## src/rtl/evg_event_arbiter_if.sv

```systemverilog
// Event-stream bundle between the EVG sources, the arbiter and the transmitter.
// master drives requests and slots; slave is the arbiter.
interface evg_event_arbiter_if #(
  parameter int EVENTCODE_WIDTH = 8
);
  logic [EVENTCODE_WIDTH-1:0] evgSequenceEventTDATA;
  logic                       evgSequenceEventTVALID;
  logic [EVENTCODE_WIDTH-1:0] evgSwEventTDATA;
  logic                       evgSwEventTVALID;
  logic                       evgSwEventTREADY;
  logic                       evgHeartbeat;
  logic                       evgTxSlot;
  logic [EVENTCODE_WIDTH-1:0] evgTxEventCode;
  logic                       evgTxEventValid;

  modport master (
    output evgSequenceEventTDATA,
    output evgSequenceEventTVALID,
    output evgSwEventTDATA,
    output evgSwEventTVALID,
    input  evgSwEventTREADY,
    output evgHeartbeat,
    output evgTxSlot,
    input  evgTxEventCode,
    input  evgTxEventValid
  );

  modport slave (
    input  evgSequenceEventTDATA,
    input  evgSequenceEventTVALID,
    input  evgSwEventTDATA,
    input  evgSwEventTVALID,
    output evgSwEventTREADY,
    input  evgHeartbeat,
    input  evgTxSlot,
    output evgTxEventCode,
    output evgTxEventValid
  );
endinterface

```

## src/rtl/evg_event_arbiter.sv

```systemverilog
// EVG event arbiter: heartbeat > sequencer FIFO > software, one code per slot.
// Define EVG_EVENT_ARBITER_STATS_EN to add the 16-bit status counters.
module evg_event_arbiter #(
  parameter int EVENTCODE_WIDTH = 8,
  parameter int FIFO_DEPTH = 16,
  parameter logic [EVENTCODE_WIDTH-1:0] HEARTBEAT_EVENT_CODE = 8'h7A,
  parameter logic [EVENTCODE_WIDTH-1:0] NULL_EVENT_CODE = 8'h00
) (
  input  logic evgTxClk,
  input  logic evgTxRst_n,
  evg_event_arbiter_if.slave bus,
  input  logic statsClear,
  output logic [$clog2(FIFO_DEPTH):0] fifoLevel,
  output logic fifoOverflow
`ifdef EVG_EVENT_ARBITER_STATS_EN
  ,
  output logic [15:0] statusOverflowCount,
  output logic [15:0] statusHeartbeatLateCount,
  output logic [15:0] statusSwEventCount
`endif
);

  localparam int AW = $clog2(FIFO_DEPTH);
  localparam int LW = AW + 1;
  localparam logic [LW-1:0] FULL_LVL = LW'(FIFO_DEPTH);

  typedef logic [EVENTCODE_WIDTH-1:0] code_t;

  code_t           mem_q [FIFO_DEPTH];
  logic [AW-1:0]   wr_ptr_q, wr_ptr_d;
  logic [AW-1:0]   rd_ptr_q, rd_ptr_d;
  logic [LW-1:0]   level_q, level_d;
  logic            hb_pend_q, hb_pend_d;
  logic            ovf_q, ovf_d;
  code_t           code_q, code_d;
  logic            valid_q, valid_d;

  logic fifo_empty;
  logic fifo_full;
  logic grant_hb;
  logic pop;
  logic sw_rdy;
  logic sw_acc;
  logic push;
  logic drop;
  logic hb_late;

  assign fifo_empty = (level_q == '0);
  assign fifo_full  = (level_q == FULL_LVL);

  assign grant_hb = bus.evgTxSlot & hb_pend_q;
  assign pop      = bus.evgTxSlot & ~hb_pend_q & ~fifo_empty;
  assign sw_rdy   = bus.evgTxSlot & ~hb_pend_q & fifo_empty;
  assign sw_acc   = sw_rdy & bus.evgSwEventTVALID;

  // A full FIFO still takes the write when the head leaves this cycle.
  assign push = bus.evgSequenceEventTVALID & (~fifo_full | pop);
  assign drop = bus.evgSequenceEventTVALID & fifo_full & ~pop;

  // A pulse that lands on the cycle its predecessor is granted is a new one.
  assign hb_late = bus.evgHeartbeat & hb_pend_q & ~grant_hb;

  always_comb begin
    wr_ptr_d = wr_ptr_q;
    rd_ptr_d = rd_ptr_q;
    level_d  = level_q;
    if (push) wr_ptr_d = wr_ptr_q + AW'(1);
    if (pop)  rd_ptr_d = rd_ptr_q + AW'(1);
    if (push & ~pop)
      level_d = level_q + LW'(1);
    else if (pop & ~push)
      level_d = level_q - LW'(1);
  end

  always_comb begin
    hb_pend_d = bus.evgHeartbeat | (hb_pend_q & ~grant_hb);
    ovf_d     = statsClear ? 1'b0 : (ovf_q | drop);
  end

  always_comb begin
    code_d  = NULL_EVENT_CODE;
    valid_d = 1'b0;
    unique case (1'b1)
      grant_hb: begin
        code_d  = HEARTBEAT_EVENT_CODE;
        valid_d = 1'b1;
      end
      pop: begin
        code_d  = mem_q[rd_ptr_q];
        valid_d = 1'b1;
      end
      sw_acc: begin
        code_d  = bus.evgSwEventTDATA;
        valid_d = 1'b1;
      end
      default: begin
        code_d  = NULL_EVENT_CODE;
        valid_d = 1'b0;
      end
    endcase
  end

  always_ff @(posedge evgTxClk) begin
    if (push) mem_q[wr_ptr_q] <= bus.evgSequenceEventTDATA;
  end

  always_ff @(posedge evgTxClk or negedge evgTxRst_n) begin
    if (!evgTxRst_n) begin
      wr_ptr_q  <= '0;
      rd_ptr_q  <= '0;
      level_q   <= '0;
      hb_pend_q <= 1'b0;
      ovf_q     <= 1'b0;
      code_q    <= NULL_EVENT_CODE;
      valid_q   <= 1'b0;
    end else begin
      wr_ptr_q  <= wr_ptr_d;
      rd_ptr_q  <= rd_ptr_d;
      level_q   <= level_d;
      hb_pend_q <= hb_pend_d;
      ovf_q     <= ovf_d;
      code_q    <= code_d;
      valid_q   <= valid_d;
    end
  end

  assign bus.evgSwEventTREADY = sw_rdy;
  assign bus.evgTxEventCode   = code_q;
  assign bus.evgTxEventValid  = valid_q;
  assign fifoLevel            = level_q;
  assign fifoOverflow         = ovf_q;

`ifdef EVG_EVENT_ARBITER_STATS_EN
  logic [15:0] ovf_cnt_q, ovf_cnt_d;
  logic [15:0] late_cnt_q, late_cnt_d;
  logic [15:0] sw_cnt_q, sw_cnt_d;

  function automatic logic [15:0] sat_inc(
    input logic [15:0] v,
    input logic        en
  );
    if (en && v != 16'hFFFF) return v + 16'd1;
    return v;
  endfunction

  // Clear wins over any increment in the same cycle.
  always_comb begin
    ovf_cnt_d  = sat_inc(ovf_cnt_q, drop);
    late_cnt_d = sat_inc(late_cnt_q, hb_late);
    sw_cnt_d   = sat_inc(sw_cnt_q, sw_acc);
    if (statsClear) begin
      ovf_cnt_d  = '0;
      late_cnt_d = '0;
      sw_cnt_d   = '0;
    end
  end

  always_ff @(posedge evgTxClk or negedge evgTxRst_n) begin
    if (!evgTxRst_n) begin
      ovf_cnt_q  <= '0;
      late_cnt_q <= '0;
      sw_cnt_q   <= '0;
    end else begin
      ovf_cnt_q  <= ovf_cnt_d;
      late_cnt_q <= late_cnt_d;
      sw_cnt_q   <= sw_cnt_d;
    end
  end

  assign statusOverflowCount      = ovf_cnt_q;
  assign statusHeartbeatLateCount = late_cnt_q;
  assign statusSwEventCount       = sw_cnt_q;
`else
  logic unused_late;
  assign unused_late = hb_late;
`endif

endmodule

```

## src/flat_wrapper.sv

```systemverilog
// flat-port wrapper written by rule: the top's interface ports become plain ports
module evg_event_arbiter_flat 
#(
  parameter int EVENTCODE_WIDTH = 8,
  parameter int FIFO_DEPTH = 16,
  parameter logic [EVENTCODE_WIDTH-1:0] HEARTBEAT_EVENT_CODE = 8'h7A,
  parameter logic [EVENTCODE_WIDTH-1:0] NULL_EVENT_CODE = 8'h00
)
  (evgTxClk, evgTxRst_n, statsClear, fifoLevel, fifoOverflow, bus_evgSequenceEventTDATA, bus_evgSequenceEventTVALID, bus_evgSwEventTDATA, bus_evgSwEventTVALID, bus_evgSwEventTREADY, bus_evgHeartbeat, bus_evgTxSlot, bus_evgTxEventCode, bus_evgTxEventValid);
  evg_event_arbiter_if #(.EVENTCODE_WIDTH(EVENTCODE_WIDTH)) bus_i ();
  input  logic evgTxClk;
  input  logic evgTxRst_n;
  input  logic statsClear;
  output logic [$clog2(FIFO_DEPTH):0] fifoLevel;
  output logic fifoOverflow;
  input wire logic [$bits(bus_i.evgSequenceEventTDATA)-1:0] bus_evgSequenceEventTDATA;
  input wire logic [$bits(bus_i.evgSequenceEventTVALID)-1:0] bus_evgSequenceEventTVALID;
  input wire logic [$bits(bus_i.evgSwEventTDATA)-1:0] bus_evgSwEventTDATA;
  input wire logic [$bits(bus_i.evgSwEventTVALID)-1:0] bus_evgSwEventTVALID;
  output wire logic [$bits(bus_i.evgSwEventTREADY)-1:0] bus_evgSwEventTREADY;
  input wire logic [$bits(bus_i.evgHeartbeat)-1:0] bus_evgHeartbeat;
  input wire logic [$bits(bus_i.evgTxSlot)-1:0] bus_evgTxSlot;
  output wire logic [$bits(bus_i.evgTxEventCode)-1:0] bus_evgTxEventCode;
  output wire logic [$bits(bus_i.evgTxEventValid)-1:0] bus_evgTxEventValid;
  assign bus_i.evgSequenceEventTDATA = bus_evgSequenceEventTDATA;
  assign bus_i.evgSequenceEventTVALID = bus_evgSequenceEventTVALID;
  assign bus_i.evgSwEventTDATA = bus_evgSwEventTDATA;
  assign bus_i.evgSwEventTVALID = bus_evgSwEventTVALID;
  assign bus_evgSwEventTREADY = bus_i.evgSwEventTREADY;
  assign bus_i.evgHeartbeat = bus_evgHeartbeat;
  assign bus_i.evgTxSlot = bus_evgTxSlot;
  assign bus_evgTxEventCode = bus_i.evgTxEventCode;
  assign bus_evgTxEventValid = bus_i.evgTxEventValid;
  evg_event_arbiter #(.EVENTCODE_WIDTH(EVENTCODE_WIDTH), .FIFO_DEPTH(FIFO_DEPTH), .HEARTBEAT_EVENT_CODE(HEARTBEAT_EVENT_CODE), .NULL_EVENT_CODE(NULL_EVENT_CODE)) u_core (.evgTxClk(evgTxClk), .evgTxRst_n(evgTxRst_n), .bus(bus_i), .statsClear(statsClear), .fifoLevel(fifoLevel), .fifoOverflow(fifoOverflow));
endmodule
```

## config.mk

```make
export PLATFORM = sky130hd
export DESIGN_NAME = evg_event_arbiter_flat
export DESIGN_NICKNAME = d
export VERILOG_FILES = /design/src/rtl/evg_event_arbiter_if.sv /design/src/rtl/evg_event_arbiter.sv /design/src/flat_wrapper.sv
export SDC_FILE = /design/constraint.sdc
export NUM_CORES = 1
export LEC_CHECK = 0
export BUFFER_PORTS_ARGS = -buffer_cell sky130_fd_sc_hd__buf_2
export CAP_MARGIN = 20
export CORE_ASPECT_RATIO = 0.6
export CORE_UTILIZATION = 53
export DETAILED_ROUTE_END_ITERATION = 7
export GPL_TIMING_DRIVEN = 0
export PLACE_DENSITY = 0.71
export SLEW_MARGIN = 0
export SYNTH_ARGS = -nofsm -noshare
export SYNTH_HDL_FRONTEND = slang
export SYNTH_SLANG_ARGS = --single-unit
```

## constraint.sdc

```tcl
create_clock -name evgTxClk -period 3.35 [get_ports evgTxClk]
set_input_delay 0.1675 -clock evgTxClk [delete_from_list [all_inputs] [get_ports evgTxClk]]
set_output_delay 0.1675 -clock evgTxClk [all_outputs]
set_load 0.02 [all_outputs]
```

== Yosys cells after proc, flatten, opt, wreduce, memory -nomap -nowiden ==
Memories as Yosys holds them, arrays and structs flattened.
Index checks and enable logic that the tools add are counted.
Word-level totals
  register bits after elaboration: 24
  memories kept: 1
  bits of input ports: 23
  output and inout port bits: 16
  RAM bits: 128
  logic and storage cells: 43
Memory list
  u_core.mem_q: words 16, width 8, read ports 1, clocked after Yosys merged registers in 0, wr ports 1, RTL line evg_event_arbiter.sv:29  | code_t mem_q [FIFO_DEPTH];
Cells by class
  $add $sub $neg: 4
  eq/ne operators: 1
  multiplexer cells: 7
  reduce and logical (&&, ||, !) cells: 3
  bitwise gates (word level): 20
Operators with widths (count)
  $pmux 8 s3: 1
  $and 1x1->1: 11
  $mux 5: 2
  $add 4x1->4 const B: 2
  $not 1->1: 6
  $add 5x1->5 const B: 1
  $eq 5x5->1 const B: 1
  $logic_not 5->1: 1
  $sub 5x1->5 const B: 1
  $mux 1: 4
  $or 1x1->1: 3
  $reduce_or 3->1: 1
  $reduce_bool 2->1: 1

== Depth between registers and ports, before layout ==
  word-level depth: 9
  depth in mapped cells: 10
  depth with buffers taken out: 10

== Worst setup path after synthesis ==
Ideal clock, no wire load.
  path type: register to register
  from: register u_core.level_q[1] (netlist: u_core.fifoLevel[1])
  to: register u_core.level_q[4] (netlist: u_core.fifoLevel[4])
  data required time: 3.217 ns
  path buffers: 1
  period minus slack after synthesis: 2.814 ns
  cell stages (with the launch flop): 11
  library setup time: 0.133 ns
  path slack: 0.536 ns
  arrival time: 2.681 ns
  path through: dfrtp_1 -> or4_4 -> o31a_1 -> buf_6 -> ha_1 -> inv_1 -> ha_1 -> a21o_1 -> a21oi_1 -> mux2i_1 -> xnor2_1
Between the ends
  cells in the longest elaborated chain, start to end: 8
  elaborated cells on any way between the ends: 16
  those cells by class: add/sub (2); eq/ne (1); mux (2); bitwise (9); reduce/logical (2)
RTL lines
  start: declaration: RTL line evg_event_arbiter.sv:32  | logic [LW-1:0] level_q, level_d;
  start signal: assignment: RTL line evg_event_arbiter.sv:119  | level_q <= level_d;
  $logic_not 5->1: RTL line evg_event_arbiter.sv:48  | assign fifo_empty = (level_q == '0);
  $not 1->1: RTL line evg_event_arbiter.sv:52  | assign pop = bus.evgTxSlot & ~hb_pend_q & ~fifo_empty;
  $and 1x1->1: RTL line evg_event_arbiter.sv:52
  $or 1x1->1 *: RTL line evg_event_arbiter.sv:57  | assign push = bus.evgSequenceEventTVALID & (~fifo_full | pop);
  $and 1x1->1 *: RTL line evg_event_arbiter.sv:57
  net u_core.push: RTL line evg_event_arbiter.sv:44  | logic push;
  $not 1->1: RTL line evg_event_arbiter.sv:71  | else if (pop & ~push)
  $and 1x1->1: RTL line evg_event_arbiter.sv:71
  $reduce_bool 2->1 (no line)
Mark *: on every way through the listed nets, which the timed path passes. The rest lies on a longest branch. The select of a mux whose other input is x is not followed.
A chain may end at the register's enable or synchronous reset.

== Final worst setup path ==
Same ends and word-level chain as after synthesis.

==> results summary <==
The run finished with clean final reports. The count of warnings emitted by yosys came out at 0. In this run the worst path has a maximum fanout of 10.

Static timing analysis puts the maximum clock frequency at 340.4 MHz. The worst path needs 2938 ps of the cycle, external delays included. The global router's overall resource usage is approximately a quarter. In this run, post-CTS hold repair placed 10 buffers. The number of pins exceeding their max-slew limit in the final report came out at 0. The area taken by multi-input logic gates is 0.001573 mm^2. The critical path goes through or4_4 -> o31a_1 -> buf_6 -> ha_1 -> inv_1 -> ha_1 -> a21o_1 -> a21oi_1 -> mux2i_1 -> xnor2_1. Synthesis inferred 152 register bits. The design draws 5.850 mW.

The share of cells above drive strength 1 is between 20% and 30%. The data arrival time of the critical path is between 3000 and 4000 ps. The final-report hold violation count is 0. The H-tree depth came out at 4. The net total in the final layout is ~420. During placement, the flow inserted port buffers numbering 38.

The worst setup path is captured at a flop. The tool flagged a number of max-cap violations equal to 0. The clock edge transition at the registers on the reported setup and hold paths came out at roughly 70 ps. The area added between synthesis and finish came out at 16.74%. After detailed routing, the average wire length per cell comes to about 23 um. The final-layout setup total negative slack came out at 0 ps. The maximum clock insertion buffer count is 2. The total setup violations reported at the end of the flow came out at 0. The post-route fraction of the period consumed by the critical path is roughly 88%.

In the routed layout, each cell is associated on average with a via count of roughly 5.6. The cell depth of the worst min-delay path came out at 2. The critical path startpoint category is a flop. The placed wire-length estimate after detailed placement came out at about 8100 um. Data on the critical path is required at its endpoint by around 3700 ps.

The combined flip-flop and latch cell area is about 0.0044 mm^2. The insertion delay of the later-clocked pin in the worst-skew pair is ~420 ps. The number of detailed-routing iterations run before antenna repair came out at 4. The vias after detailed routing is ~3100. The number of placement rows came out at 30.

The die width is approximately 140 um. The clock net sink count came out at about 150. The library cell used most frequently in the layout, excluding fill and tap cells, is sky130_fd_sc_hd__edfxtp_1. Once the clock tree was built, the setup fixing pass inserted 0 buffers.

The last weighted congestion value of the routability-driven placer is 0.7964. The TritonCTS buffer count came out at 17. The number of gates resized after CTS was 0. The area of the die is approximately 0.012 mm^2. The antenna diode instance count is 0.

The highest cell delay on the worst timing path came out at between 500 and 600 ps. The initial antenna violation count came to 0. The post-synth design cell area came out at 0.006137 mm^2.

The cell leakage power came out at roughly 2.6 nW. Measured in cells, the most critical reg-to-reg path has a length of 10. The portion of the post-synthesis area used by sequential elements came out at 72.42%. The classification of the worst-slack hold path is in -> reg.

The number of nets in the synthesized netlist is around 350. The number of design rule violations left after detail routing came out at 0. The core area is between 0.01 and 0.015 mm^2. The initial core utilization came out at 54.32%. The die boundary height came out at 85.36 um. By instance count, the cell type seen most on the critical path is sky130_fd_sc_hd__ha_1. TritonCTS built the clock tree. The clock tree root buffer cell is sky130_fd_sc_hd__clkbuf_16.

The number of global-route vias before repair is between 3000 and 4000. The pin count of the biggest net entering global routing is 25. For this block, the routed nets add up to between 10000 and 15000 um of wire. The largest voltage drop on the vdd net came out at 429.3 uV. The global-route wire length before repair came out at 19090 um.

The smallest hold slack is 27.84 ps. The number of distinct library cells after synthesis is 38. On the critical path, the stage with the largest delay is an instance of sky130_fd_sc_hd__or4_4. The number of design-rule violations left by the first detailed-router iteration came out at about 360. Leaving out fill and tap cells, the most frequent cells in the layout are sky130_fd_sc_hd__edfxtp_1, sky130_fd_sc_hd__buf_2, sky130_fd_sc_hd__mux4_2. Measured against its own limit, the worst slew margin works out to a little under a third.

The setup path with the least slack is of type reg -> reg. Synthesis produced between 300 and 400 cells. The average instance area after synthesis came out at slightly below 20 um^2.

After global routing the overflow that remains totals 0. The transition at the pin with the smallest max-transition slack came out at about 1000 ps. The worst clock skew is 11.25 ps. For this design the ratio of total power to cell area is roughly 800 mW/mm^2. The number of ports placed on the die boundary came out at 39. Setup repair after global routing left no endpoint under its margin.

The detail route stage leaves a number of antenna-violating nets equal to 0. Fill cells in the final layout number 795.
Yosys cell counts:
cell type | number | area, um^2
sky130_fd_sc_hd__a211o_1 | 6 | 52.55
sky130_fd_sc_hd__a21o_1 | 5 | 37.54
sky130_fd_sc_hd__a21o_2 | 1 | 8.760
sky130_fd_sc_hd__a21oi_1 | 3 | 15.01
sky130_fd_sc_hd__a41oi_1 | 1 | 8.760
sky130_fd_sc_hd__and2_0 | 1 | 6.260
sky130_fd_sc_hd__and2_1 | 13 | 81.33
sky130_fd_sc_hd__and3_4 | 1 | 11.26
sky130_fd_sc_hd__and3b_4 | 1 | 12.51
sky130_fd_sc_hd__buf_2 | 3 | 15.01
sky130_fd_sc_hd__buf_4 | 2 | 15.01
sky130_fd_sc_hd__buf_6 | 3 | 33.78
sky130_fd_sc_hd__clkbuf_1 | 5 | 18.77
sky130_fd_sc_hd__dfrtp_1 | 24 | 600.6
sky130_fd_sc_hd__edfxtp_1 | 128 | 3844
sky130_fd_sc_hd__fa_1 | 1 | 20.02
sky130_fd_sc_hd__ha_1 | 9 | 112.6
sky130_fd_sc_hd__inv_1 | 10 | 37.54
sky130_fd_sc_hd__mux2_2 | 1 | 11.26
sky130_fd_sc_hd__mux2i_1 | 17 | 170.2
sky130_fd_sc_hd__mux4_2 | 32 | 720.7
sky130_fd_sc_hd__nand2_1 | 8 | 30.03
sky130_fd_sc_hd__nand2b_1 | 1 | 6.260
sky130_fd_sc_hd__nand3b_1 | 1 | 7.510
sky130_fd_sc_hd__nand4_1 | 2 | 12.51
sky130_fd_sc_hd__nor2_1 | 7 | 26.28
sky130_fd_sc_hd__nor2b_1 | 1 | 6.260
sky130_fd_sc_hd__nor3_1 | 1 | 5.000
sky130_fd_sc_hd__nor3b_2 | 1 | 12.51
sky130_fd_sc_hd__nor4_1 | 1 | 6.260
sky130_fd_sc_hd__o211ai_2 | 1 | 12.51
sky130_fd_sc_hd__o21ai_0 | 3 | 15.01
sky130_fd_sc_hd__o22ai_1 | 8 | 50.05
sky130_fd_sc_hd__o31a_1 | 1 | 8.760
sky130_fd_sc_hd__or3_1 | 1 | 6.260
sky130_fd_sc_hd__or4_4 | 1 | 11.26
sky130_fd_sc_hd__xnor2_1 | 9 | 78.83
sky130_fd_sc_hd__xor2_1 | 1 | 8.760
layout make-up:
cell class                 instances  share of cell area, %
buffer                            13                  1.153
clock buffer                      18                  5.990
clock inverter                    13                  1.502
inverter                          10                 0.5239
multi-input combinational        140                  21.95
sequential                       152                  62.03
tap                              160                  2.794
timing repair buffer              48                  4.052
logic make-up (layout without fill, tap and decap cells):
family / after synthesis / in the layout / synth area share, %
XOR/XNOR: 10 / 10 / 1.427
AO/OA/AOI/OAI: 29 / 29 / 3.405
AND/OR/NAND/NOR: 41 / 41 / 3.935
buffers and inverters: 23 / 102 / 1.957
flip-flops: 152 / 152 / 72.42
multiplexers: 50 / 50 / 14.70
adder cells (fa/ha/maj): 10 / 10 / 2.161
worst max-delay path: cells and delay by family, from the launching register on:
kind | cells | cell delay, ps
buffers and inverters | 2 | 310
flip-flops | 1 | 460
XOR/XNOR | 1 | 130
multiplexers | 1 | 240
adder cells (fa/ha/maj) | 2 | 510
AO/OA/AOI/OAI | 3 | 640
AND/OR/NAND/NOR | 1 | 580
worst paths after layout:
path	startpoint	end	slack (ps)
max	u_core.fifoLevel[1]$_DFFE_PN0P_	u_core.fifoLevel[4]$_DFFE_PN0P_	410
min	bus_evgSwEventTDATA[7]	u_core.bus.evgTxEventCode[7]$_DFF_PN0_	30
max reg2reg	u_core.fifoLevel[1]$_DFFE_PN0P_	u_core.fifoLevel[4]$_DFFE_PN0P_	410
min reg2reg	u_core.fifoOverflow$_DFF_PN0_	u_core.fifoOverflow$_DFF_PN0_	510
max in group asynchronous	evgTxRst_n	u_core.bus.evgTxEventCode[5]$_DFF_PN0_	2730
min in group asynchronous	evgTxRst_n	u_core.fifoLevel[1]$_DFFE_PN0P_	250
state kept, by name, indices dropped and copies added (netlist names):
| signal | count |
|---|---|
| u_core.bus.evgTxEventValid | 1 |
| u_core.fifoLevel | 5 |
| u_core.mem_q | 128 |
| u_core.wr_ptr_q | 4 |
| u_core.fifoOverflow | 1 |
| u_core.hb_pend_q | 1 |
| u_core.bus.evgTxEventCode | 8 |
| u_core.rd_ptr_q | 4 |
layer usage:
metal | global-route usage, % | wire length, um | share of wire [%] | vias up
li1 | - | - | - | 1389
met3 | 5.756 | 935 | 7.4 | 20
met1 | 36.60 | 6196 | 49 | 1591
met5 | 0 | 0 | 0 | -
met4 | 8.498 | 222 | 1.8 | 0
met2 | 31.43 | 5301 | 42 | 123
metrics by stage:
| stage | cells | utilization [%] | cell area (um^2) | setup WS [ps] |
|---|---|---|---|---|
| CTS | 554 | 63.41 | 7164 | 415.2 |
| global route | 554 | 63.41 | 7164 | 273.0 |
| global placement | 513 | 57.77 | 6528 | 448.5 |
| detailed placement | 513 | 57.77 | 6528 | 441.1 |
| finish | 554 | 63.41 | 7164 | 412.0 |
| floorplan | 315 | - | 6137 | 535.5 |
power breakdown:
part	switching, mW	internal, mW	total, mW
registers	0.142	2.32	2.46
logic	0.884	0.759	1.64
clock network	0.738	1.01	1.75
No activity file was read; power rests on OpenSTA's default activity.
